--- src/rtl/ksa_core.sv ---
// ksa_core -- RC4 key-scheduling engine with an internal 256x8 state RAM.
//
// On start the RAM is filled with the identity permutation (S[i] = i), then
// the RC4 KSA swap loop runs with a 3-byte key. A one-cycle done pulse marks
// completion; the scheduled permutation stays in RAM afterwards.
//
// Ports:
//   clk         in   system clock, rising edge
//   rst         in   asynchronous reset, active low
//   start       in   one-cycle run request, ignored while busy
//   secret_key  in   24-bit key, k0=[23:16] k1=[15:8] k2=[7:0]
//   busy        out  high from the cycle after start acceptance until done
//   done        out  one-cycle completion pulse
//   dbg_rd      in   debug read enable         (KSA_DEBUG_PORT_EN only)
//   dbg_addr    in   debug read address        (KSA_DEBUG_PORT_EN only)
//   dbg_q       out  RAM read data, 1-cycle latency (KSA_DEBUG_PORT_EN only)
//
// Build option: define KSA_DEBUG_PORT_EN to add the dbg_* read-back port.

module ksa_core (
    input  logic        clk,
    input  logic        rst,
    input  logic        start,
    input  logic [23:0] secret_key,
    output logic        busy,
    output logic        done
`ifdef KSA_DEBUG_PORT_EN
    ,
    input  logic        dbg_rd,
    input  logic [7:0]  dbg_addr,
    output logic [7:0]  dbg_q
`endif
);

    typedef enum logic [3:0] {
        IDLE,
        INIT,
        RD_I,
        GET_I,
        RD_J,
        GET_J,
        WR_I,
        WR_J,
        DONE
    } state_t;

    state_t      state_q, state_d;
    logic [7:0]  i_q, i_d;
    logic [7:0]  j_q, j_d;
    logic [7:0]  si_q, si_d;
    logic [7:0]  sj_q, sj_d;
    logic [1:0]  kidx_q, kidx_d;   // i mod 3, wraps 2 -> 0

    // State RAM: single port, synchronous read with 1-cycle latency.
    logic [7:0]  mem [0:255];
    logic [7:0]  ram_addr;
    logic [7:0]  ram_wdata;
    logic        ram_we;
    logic [7:0]  q_q, q_d;
    logic [7:0]  key_byte;

    assign busy = (state_q != IDLE) && (state_q != DONE);
    assign done = (state_q == DONE);

`ifdef KSA_DEBUG_PORT_EN
    assign dbg_q = q_q;
`endif

    always_comb begin
        case (kidx_q)
            2'd0:    key_byte = secret_key[23:16];
            2'd1:    key_byte = secret_key[15:8];
            default: key_byte = secret_key[7:0];
        endcase
    end

    assign q_d = mem[ram_addr];

    always_ff @(posedge clk) begin
        if (ram_we) begin
            mem[ram_addr] <= ram_wdata;
        end
    end

    always_comb begin
        state_d   = state_q;
        i_d       = i_q;
        j_d       = j_q;
        si_d      = si_q;
        sj_d      = sj_q;
        kidx_d    = kidx_q;
        ram_we    = 1'b0;
        ram_addr  = i_q;
        ram_wdata = i_q;

        case (state_q)
            IDLE: begin
                i_d = 8'd0;
                j_d = 8'd0;
                if (start) begin
                    state_d = INIT;
                end
            end
            INIT: begin
                ram_we    = 1'b1;
                ram_addr  = i_q;
                ram_wdata = i_q;
                i_d       = i_q + 8'd1;
                if (i_q == 8'd255) begin
                    i_d     = 8'd0;
                    j_d     = 8'd0;
                    kidx_d  = 2'd0;
                    state_d = RD_I;
                end
            end
            RD_I: begin
                ram_addr = i_q;
                state_d  = GET_I;
            end
            GET_I: begin
                si_d    = q_q;
                j_d     = j_q + q_q + key_byte;   // 8-bit wrap
                state_d = RD_J;
            end
            RD_J: begin
                ram_addr = j_q;
                state_d  = GET_J;
            end
            GET_J: begin
                sj_d    = q_q;
                state_d = WR_I;
            end
            WR_I: begin
                ram_we    = 1'b1;
                ram_addr  = i_q;
                ram_wdata = sj_q;
                state_d   = WR_J;
            end
            WR_J: begin
                // When i == j both writes hit one location with si == sj,
                // so the final value is unchanged.
                ram_we    = 1'b1;
                ram_addr  = j_q;
                ram_wdata = si_q;
                kidx_d    = (kidx_q == 2'd2) ? 2'd0 : kidx_q + 2'd1;
                if (i_q == 8'd255) begin
                    state_d = DONE;
                end else begin
                    i_d     = i_q + 8'd1;
                    state_d = RD_I;
                end
            end
            DONE: begin
                // A start coinciding with the done pulse begins a fresh run.
                i_d     = 8'd0;
                j_d     = 8'd0;
                state_d = start ? INIT : IDLE;
            end
            default: begin
                state_d = IDLE;
            end
        endcase

`ifdef KSA_DEBUG_PORT_EN
        if (!busy && dbg_rd) begin
            ram_addr = dbg_addr;
        end
`endif
    end

    always_ff @(posedge clk or negedge rst) begin
        if (!rst) begin
            state_q <= IDLE;
            i_q     <= 8'd0;
            j_q     <= 8'd0;
            si_q    <= 8'd0;
            sj_q    <= 8'd0;
            kidx_q  <= 2'd0;
            q_q     <= 8'd0;
        end else begin
            state_q <= state_d;
            i_q     <= i_d;
            j_q     <= j_d;
            si_q    <= si_d;
            sj_q    <= sj_d;
            kidx_q  <= kidx_d;
            q_q     <= q_d;
        end
    end

endmodule

--- config.mk ---
export PLATFORM = sky130hd
export DESIGN_NAME = ksa_core
export DESIGN_NICKNAME = d
export VERILOG_FILES = /design/src/rtl/ksa_core.sv
export SDC_FILE = /design/constraint.sdc
export NUM_CORES = 1
export LEC_CHECK = 0
export CORE_MARGIN = 5
export CORE_UTILIZATION = 44
export CTS_CLUSTER_SIZE = 8
export DETAILED_ROUTE_END_ITERATION = 10
export GPL_ROUTABILITY_DRIVEN = 0
export GPL_TIMING_DRIVEN = 1
export PLACE_DENSITY = 0.82
export SLEW_MARGIN = 20
export SYNTH_ARGS = -nofsm -noshare
export SYNTH_HDL_FRONTEND = slang
export SYNTH_SLANG_ARGS = --single-unit
--- constraint.sdc ---
create_clock -name clk -period 3.92 [get_ports clk]
set_clock_uncertainty 0.05 [all_clocks]
set_input_delay 0.784 -clock clk [delete_from_list [all_inputs] [get_ports clk]]
set_output_delay 0.784 -clock clk [all_outputs]
set_load 0.02 [all_outputs]
After elaboration in Yosys (flattened, before gate mapping)
Index checks and enable logic that the tools add are counted.
{"block": "totals", "reg_bits": 12, "wordCells": 31, "out_inout_bits": 2}
{"block": "classes", "add_sub_neg": 1, "n_reduce_logical": 7, "mux": 8, "eq_ne": 13}
{"cell": "case mux 4 bit (9 select lines)", "n": 1}
{"cell": "case mux 8 bit (3 select lines)", "n": 1}
{"cell": "equality test 4 x 3 -> 1 bit, second input constant", "n": 4}
{"cell": "2-to-1 mux 8 bit", "n": 2}
{"cell": "2-to-1 mux 4 bit", "n": 3}
{"cell": "adder 8 x 1 -> 8 bit, second input constant", "n": 1}
{"cell": "equality test 4 x 2 -> 1 bit, second input constant", "n": 2}
{"cell": "equality test 8 bit, second input constant", "n": 1}
{"cell": "!= test 2 bit, second input constant", "n": 3}
{"cell": "equality test 4 x 1 -> 1 bit, second input constant", "n": 1}
{"cell": "equality test 4 bit, second input constant", "n": 1}
{"cell": "zero test 4 bit", "n": 1}
{"cell": "!= test 4 bit, second input constant", "n": 1}
{"cell": "AND reduction 2 bit", "n": 2}
{"cell": "nonzero test 4 bit", "n": 1}
{"cell": "nonzero test 3 bit", "n": 1}
{"cell": "OR reduction 2 bit", "n": 1}
{"cell": "logical AND 1 bit", "n": 1}
{"cell": "2-to-1 mux 1 bit", "n": 1}

Longest topological paths before layout
Gate-level depths: netlist of run 1.
{"block": "logic_depth", "word_depth": 4, "depth_mapped": 5, "ltp_nobuf": 5}

Worst setup path before layout of run 1
No wires, ideal clock.
{"block": "synth_timing", "path_type": "register to output", "from": "register state_q[0]", "to": "output done", "path_buffers": 1, "slack_ns": 1.782, "stages_incl_launch_ff": 4, "t_arrival_ns": 1.304, "cell_sequence": "dfrtp_1 buf_4 or3_1 nor2_1"}
{"block": "synth_via", "elab_chain_len": 1}
{"item": "from (decl)", "line": "47", "source": "state_t state_q, state_d;"}
{"item": "from (signal assigned)", "line": "181", "source": "state_q <= state_d;"}
{"item": "equality test 4 bit", "line": "63", "source": "assign done = (state_q == DONE);"}
{"item": "to (decl)", "line": "26", "source": "output logic done"}
No other way between the ends.

Final worst setup path of run 1
Same ends and word-level chain as after synthesis.

==> results.cfg, run 1 <==
[run_status]
status = completed

[worst_setup_path]
endpoint_kind = primary output
r2r_start = i_q[0]
start_kind = flop
critPathLaunch = state_q[0]
critPathKind = reg -> out
cp.arrival_ns = 1.90
cp.required_ns = 3.09
worst-path-max-fanout = 10

[clocking]
clkSinkCount = 12
hold_buffers = 0
cts_root_buf = clkbuf_4
htreeDepth = 1
clockBufferDepth = 2
clkSlewWorstSetupHoldPaths_ns = 0.07
post_cts.repair.setup_buffers = 0
cts_resized = 0
clk_latency_ns = 0.27
cts_buffers = 3
cts_tree = built

[floorplanning]
row_count = 14
fp.dieH_um = 50.1
num_io_pins = 29
die_w_um = 50.1
initial_core_util_pct = 46.5
die_area_um2 = 2510
coreArea_um2 = 1520

[synth]
yosysSeqAreaShare_pct = 42.4
synth.avg_cell_area_um2 = 9.20
synth_warnings = 0
synthCells = 77
synth-edff-count = 0
ys_ff_latch = 12
synth_flop_cell = dfrtp_1
synthesis.area_um2 = 708
async_flop_share_pct = 100
synth_fp_nets = 105
synth_cell_types = 33

[pwr]
comb_power_share_pct = 2.3
leakage_nw = 0.292
peakVddDrop_v = 0.000133
p_per_area_nw_per_um2 = 263
seqPwrFrac_pct = 61.4
p_sw_share_pct = 20.0
p_sw_w = 0.0000402
clockPowerShare_pct = 36.3
internal_power_w = 0.000161

[grt]
grt_pass1_vias = 527
grt.overflow.total = 0
grt_max_degree = 13
grt_pass1_wl_um = 2410
antenna_found_initial = 0
track_usage_pct = 12.4

[sta]
fmax_mhz = 366
hold_violations = 0
period_share_pct = 69.7
setup_viol = 0
tns_ns = 0
tightest_slew_ns = 0.557
slew_violations = 0
relSlewSlack_pct = 62.5
rsz0062_at_grt = false
min_period_ns = 2.73

[worst_hold_path]
hp-class = reg -> reg
min_from = i_q[7]

[route]
dr.pass1.iters = 4
via_count = 622
finalWirelength_um = 1400
drt_iter0_markers = 25
antenna_left = 0
drcViolationCount = 0
avgViaCountPerCell = 6.41
wl_per_cell_um = 14.4

[cells_and_area]
fin_cells = 97
final_net_count = 111
area_delta_synth_final_pct = 8.30
final_core_util_pct = 50.3
drive_above_1_share_pct = 9.88
antenna_cells = 0

[flow_run]
maxCapViolCount = 0

[placed_design]
place_inst = 94
port-buffer-count = 4
hpwl_um = 1000
-- cell usage in the layout, fill, tap and decap left out, types with 2 or more instances in the layout --
cell type / synthesis / layout
dfrtp_1: 12 / 12
nand2_1: 9 / 9
nor2_1: 5 / 5
a21oi_1: 5 / 5
a31oi_1: 5 / 5
or4_1: 4 / 4
clkdlybuf4s50_1: 0 / 4
or3_1: 3 / 3
o31ai_1: 3 / 3
o21ai_0: 3 / 3
nor3_1: 3 / 3
clkbuf_4: 0 / 3
inv_1: 2 / 2
nand3_1: 2 / 2
-- sequential cells by signal (all words and copies together) (netlist names) --
register,cells
i_q,8
state_q,4
-- critical path, cell delays in order, from the launching register on --
cell and delay (ns):
dfrtp_1 0.48, or3_1 0.42, nor2_1 0.10, clkdlybuf4s50_1 0.62
-- area by class of cell --
class	instances	area (um^2)
Tap cell	16	20.0
Clock buffer	3	22.5
Multi-Input combinational cell	60	377
Fill cell	144	757
Sequential cell	12	300
Inverter	2	7.51
Timing Repair Buffer	4	40.0
-- cells by family after synthesis --
kind of cell	Yosys count	synth area share (%)
compound gates	23	21.4
mux	1	1.59
simple gates	34	27.2
flops	12	42.4
buf+inv	5	4.42
xor+xnor	1	1.24
fa+ha+maj	1	1.77
-- per-layer routing --
metal	routed length [um]	part of all wire (%)	GRT usage, %	vias up
met3	55	3.9	5.42	4
met4	17	1.2	5.24	0
met2	669	48	17.6	11
met5	0	0	0	-
met1	655	47	16.3	302
li1	-	-	-	305
-- through the flow --
step	total power [W]	hold WS (ns)	setup slack [ns]	cell area, um^2
CTS	0.000206	0.525	1.18	767
global placement	0.000131	0.503	1.53	744
global route	0.000215	0.557	1.10	767
detailed placement	0.000131	0.513	1.49	744
finish	0.000201	0.520	1.19	767
floorplan	0.000126	0.438	1.78	708
-- cells in the mapped netlist, types with 2 or more instances --
cell type	instances	area (um^2)
or3_1	3	18.8
nand3_1	2	10.0
or4_1	4	30.0
o21ai_0	3	15.0
nor2_1	5	18.8
inv_1	2	7.51
o31ai_1	3	22.5
nor3_1	3	15.0
dfrtp_1	12	300
nand2_1	9	33.8
a21oi_1	5	25.0
a31oi_1	5	31.3
-- power by group through the flow --
stage / clock [W] / combinational (W) / sequential, W
2_1_floorplan: 0 / 0.000000272 / 0.000126
3_3_place_gp: 0 / 0.00000464 / 0.000126
3_5_place_dp: 0 / 0.00000471 / 0.000126
4_1_cts: 0.0000776 / 0.00000470 / 0.000124
5_1_grt: 0.0000859 / 0.00000514 / 0.000124
6_report: 0.0000731 / 0.00000454 / 0.000124
-- worst paths after layout --
kind,cells past startpoint,to,slack (ns)
setup / recovery,3,done,1.19
hold / removal,2,i_q[7],0.52
setup reg to reg,5,i_q[1],2.10
hold reg to reg,2,i_q[7],0.52
max in group asynchronous,1,i_q[3],2.64
min in group asynchronous,1,i_q[6],0.82
Power figures use the tool's default switching activity.
==> run 2: changes to the inputs <==
CORE_UTILIZATION = 37   (was 44)
PLACE_DENSITY = 0.73   (was 0.82)
clock period = 2.5 ns   (was 3.92 ns; I/O delays follow)
==> results.cfg, run 2 (same netlist as run 1, synthesis figures left out) <==
[sta]
tightest_slew_ns = 0.539
rsz0062_at_grt = false
fin_hold_ws_ns = 0.520
relSlewSlack_pct = 64.0
min_period_ns = 2.38
hold_violations = 0
setup_viol = 0
fmax_mhz = 419
worst_slack_ns = 0.116
period_share_pct = 95.4
slew_violations = 0
tns_ns = 0

[run_status]
status = completed

[floorplanning]
row_count = 15
initial_core_util_pct = 40.1
die_area_um2 = 2890
die_w_um = 53.8
num_io_pins = 29
fp.dieH_um = 53.8
coreArea_um2 = 1760

[route]
wl_per_cell_um = 13.0
avgViaCountPerCell = 5.81
wl_met3_um = 87
wl_met1_um = 643
finalWirelength_um = 1410
dr.pass1.iters = 4
top_layer = met4
antenna_left = 0
drcViolationCount = 0
route.met2.wl_um = 633
via_count = 628
drt_iter0_markers = 15

[worst_hold_path]
hp-class = in -> async

[grt]
grt_max_degree = 13
grt_pass1_vias = 531
antenna_found_initial = 0
grt_pass1_wl_um = 2270
grt.overflow.total = 0
track_usage_pct = 11.3

[placed_design]
placed_cell_area_um2 = 763
port-buffer-count = 4
hpwl_um = 1020
post-place-ws_ns = 0.404

[cells_and_area]
drive_above_1_share_pct = 12.0
final_common_cell = dfrtp_1
antenna_cells = 0
layout_common_cells = 12 x dfrtp_1, 9 x nand2_1, 5 x nor2_1, 5 x a21oi_1, 5 x a31oi_1
area_delta_synth_final_pct = 12.9
reg_top3 = i_q: 8 flops, state_q: 4 flops
largest_register_ffs = 8
final_core_util_pct = 45.3
largest-register = i_q
final_net_count = 112
final_cell_area_um2 = 800

[clocking]
cts_root_buf = clkbuf_4
cts_buffers = 3
hold_buffers = 0
post_cts.repair.setup_buffers = 0
clk_latency_ns = 0.28
htreeDepth = 1
clkSinkCount = 12
clockBufferDepth = 2
cts_resized = 0
clkSlewWorstSetupHoldPaths_ns = 0.08
cts_tree = built

[flow_run]
maxCapViolCount = 0

[worst_setup_path]
cp.required_ns = 1.95
rr_worst_depth = 5
r2r_start = i_q[1]
start_kind = flop
critPathKind = reg -> out
cp.arrival_ns = 1.83
ff2ff_setup_slack_ns = 0.66
worst-path-max-fanout = 9
endpoint_kind = primary output
timing.rr.end = i_q[0]

[pwr]
leakage_nw = 0.303
peakVddDrop_v = 0.000160
p_per_area_nw_per_um2 = 448
==> run 2: final cells by class <==
class	count	area, um^2
Fill cell	182	965
Multi-Input combinational cell	60	377
Sequential cell	12	300
Timing Repair Buffer	5	47.5
Clock buffer	4	36.3
Tap cell	25	31.3
Inverter	2	7.51
==> run 2: where the power goes <==
group | internal (W) | leakage, nW | switching (W) | total [W]
combinational | 0.00000298 | 0.134 | 0.00000418 | 0.00000715
sequential | 0.000194 | 0.148 | 0 | 0.000194
clock | 0.0000886 | 0.0210 | 0.0000687 | 0.000157
total | 0.000285 | 0.303 | 0.0000728 | 0.000358
==> run 2: metrics by stage <==
stage / total power, W / instances
floorplan: 0.000198 / 77
global placement: 0.000205 / 104
detailed placement: 0.000205 / 104
CTS: 0.000362 / 108
global route: 0.000376 / 108
finish: 0.000358 / 108
==> run 2: critical path, stage by stage (launching register included) <==
cell,delay [ns]
dfrtp_1,0.46
or3_1,0.39
nor2_1,0.10
clkdlybuf4s50_1,0.61
==> run 2: metal layers <==
layer  vias up  GRT usage, %
met2        23          16.9
li1        311             -
met3         6          2.49
met5         -             0
met1       288          13.8
met4         0          8.94
==> run 2: how the worst max path moves through the flow <==
stage	from	to	slack, ns	cells past startpoint
2_1_floorplan	state_q[0]	done	0.65	3
3_3_place_gp	state_q[1]	done	0.43	3
3_5_place_dp	state_q[1]	done	0.40	3
4_1_cts	state_q[1]	done	0.11	3
5_1_grt	state_q[1]	done	0.05	3
6_report	state_q[1]	done	0.12	3
==> edit: new RTL, flow settings as in run 1 <==
Register the inputs `start` and `secret_key` before use, without a reset. The logic sees them one clock later. Comments in the files are not updated.
--- a/src/rtl/ksa_core.sv
+++ b/src/rtl/ksa_core.sv
@@ -44,6 +44,14 @@
         DONE
     } state_t;
 
+    logic start_q;
+    logic [23:0] secret_key_q;
+
+    always_ff @(posedge clk) begin
+        start_q      <= start;
+        secret_key_q <= secret_key;
+    end
+
     state_t      state_q, state_d;
     logic [7:0]  i_q, i_d;
     logic [7:0]  j_q, j_d;
@@ -68,9 +76,9 @@
 
     always_comb begin
         case (kidx_q)
-            2'd0:    key_byte = secret_key[23:16];
-            2'd1:    key_byte = secret_key[15:8];
-            default: key_byte = secret_key[7:0];
+            2'd0:    key_byte = secret_key_q[23:16];
+            2'd1:    key_byte = secret_key_q[15:8];
+            default: key_byte = secret_key_q[7:0];
         endcase
     end
 
@@ -97,7 +105,7 @@
             IDLE: begin
                 i_d = 8'd0;
                 j_d = 8'd0;
-                if (start) begin
+                if (start_q) begin
                     state_d = INIT;
                 end
             end
@@ -154,7 +162,7 @@
                 // A start coinciding with the done pulse begins a fresh run.
                 i_d     = 8'd0;
                 j_d     = 8'd0;
-                state_d = start ? INIT : IDLE;
+                state_d = start_q ? INIT : IDLE;
             end
             default: begin
                 state_d = IDLE;
Formal check against the unedited RTL: not equivalent (a bounded check fails within 4 cycles, from zero or initial values and one cycle with rst low).
==> edit against run 1 <==
Area after synthesis up 8.5%; setup slack gained 0.044 ns; cell area up 6.5%; wire length up 1.9%; sequential share of layout area rose by 0.052 points; sequential cell count rose by 1; critical path type unchanged; largest cell class unchanged; highest routed layer unchanged.
Power is not compared: it rests on default switching activity, and its combinational part moved more than twofold at a synthesized area within 25%.
==> edit: results <==
export IMPL_post_dp_hpwl_mm=1.02
export IMPL_cp_max_fo=9
export IMPL_hp_start="start_q$_DFF_P_"
export IMPL_synth_common_cells="dfrtp_1 (12), nand2_1 (9), a21oi_1 (6), nor2_1 (6), a31oi_1 (5)"
export IMPL_synth_area_top_cells="dfrtp_1 (39%), nand2_1 (4.4%), buf_6 (4.4%), a31oi_1 (4.1%), a21oi_1 (3.9%)"
export IMPL_cpPeakStageDelay_ns=0.60
export IMPL_status="finished clean"
export IMPL_use_met3_pct=1.72
export IMPL_grtUsageMet2_pct=22.2
export IMPL_synth_async_sr_flop_share_pct=92.3
export IMPL_worst_pin_slew_ns=0.582
export IMPL_drive_gt1_share_pct=6.82
export IMPL_routed_via_count=633
export IMPL_place_ws_ns=1.54
export IMPL_drt_iter0_drc=6
export IMPL_synth_cell_type_count=31
export IMPL_grt_usage_pct=12.5
export IMPL_use_met1_pct=13.3
export IMPL_hold_worst_slack_ns=0.471
export IMPL_ys_seq_area_share_pct=41.7
export IMPL_r2r_slack_ns=2.01
export IMPL_syn_nets=112
export IMPL_grt_pass1_wl_mm=2.46
export IMPL_drtPass1Iterations=6
export IMPL_grt_pass1_vias=606
export IMPL_reg2reg_to="i_q[4]$_DFFE_PN0P_"
export IMPL_wl_per_cell_um=13.6
==> edit: worst min-delay path: stages (launching register included) <==
cell and delay [ns]:
dfxtp_1 0.30, a21oi_1 0.10, o21ai_0 0.08
==> edit: how the worst max path moves through the flow <==
stage | start | to | slack, ns | cells after the start
6_report | state_q[0]$_DFFE_PN0P_ | done | 1.23 | 3
5_1_grt | state_q[0]$_DFFE_PN0P_ | done | 1.12 | 3
4_1_cts | state_q[0]$_DFFE_PN0P_ | done | 1.23 | 3
3_5_place_dp | state_q[0]$_DFFE_PN0P_ | done | 1.54 | 3
3_3_place_gp | state_q[0]$_DFFE_PN0P_ | done | 1.57 | 3
2_1_floorplan | state_q[1]$_DFFE_PN0P_ | done | 2.09 | 3
==> edit: kinds of logic (layout without fill, tap and decap cells) <==
| kind of cell | count (synthesis) | in the layout | synth area share, % |
|---|---|---|---|
| and+or+nand+nor | 37 | 37 | 25.9 |
| AOI/OAI and AO/OA | 21 | 21 | 18.1 |
| DFF | 13 | 13 | 41.7 |
| buffers and inverters | 7 | 11 | 6.51 |
| muxes | 3 | 3 | 3.91 |
| xor gates and xnor gates | 2 | 2 | 2.28 |
| adders and majority gates | 1 | 1 | 1.63 |
==> edit: power by group <==
group	switching [mW]	internal (mW)	leakage, nW	total [mW]
clock	0.0434	0.0395	0.0150	0.0829
sequential	0.0705	0.173	0.158	0.243
combinational	0.117	0.0977	0.146	0.214
total	0.231	0.310	0.319	0.541
==> edit: stage by stage <==
| step | util (%) | cell area, µm² | power [mW] | cells |
|---|---|---|---|---|
| 2_1_floorplan | - | 768 | 0.438 | 84 |
| 3_3_place_gp | 46.8 | 791 | 0.443 | 101 |
| 3_5_place_dp | 46.8 | 791 | 0.457 | 101 |
| 4_1_cts | 48.4 | 817 | 0.543 | 105 |
| 5_1_grt | 48.4 | 817 | 0.586 | 105 |
| 6_report | 48.4 | 817 | 0.541 | 105 |
==> edit: layer usage <==
layer / up-vias / wire length (µm)
met5: - / 0
met4: 0 / 39
met3: 4 / 24
met2: 8 / 721
met1: 305 / 639
li1: 316 / -
==> edit: layout make-up <==
cell class,count,area [µm²]
fill,163,872
multi-input combinational,64,398
sequential,13,320
timing repair buffer,4,40.0
clock buffer,4,26.3
tap,17,21.3
inverter,3,11.3
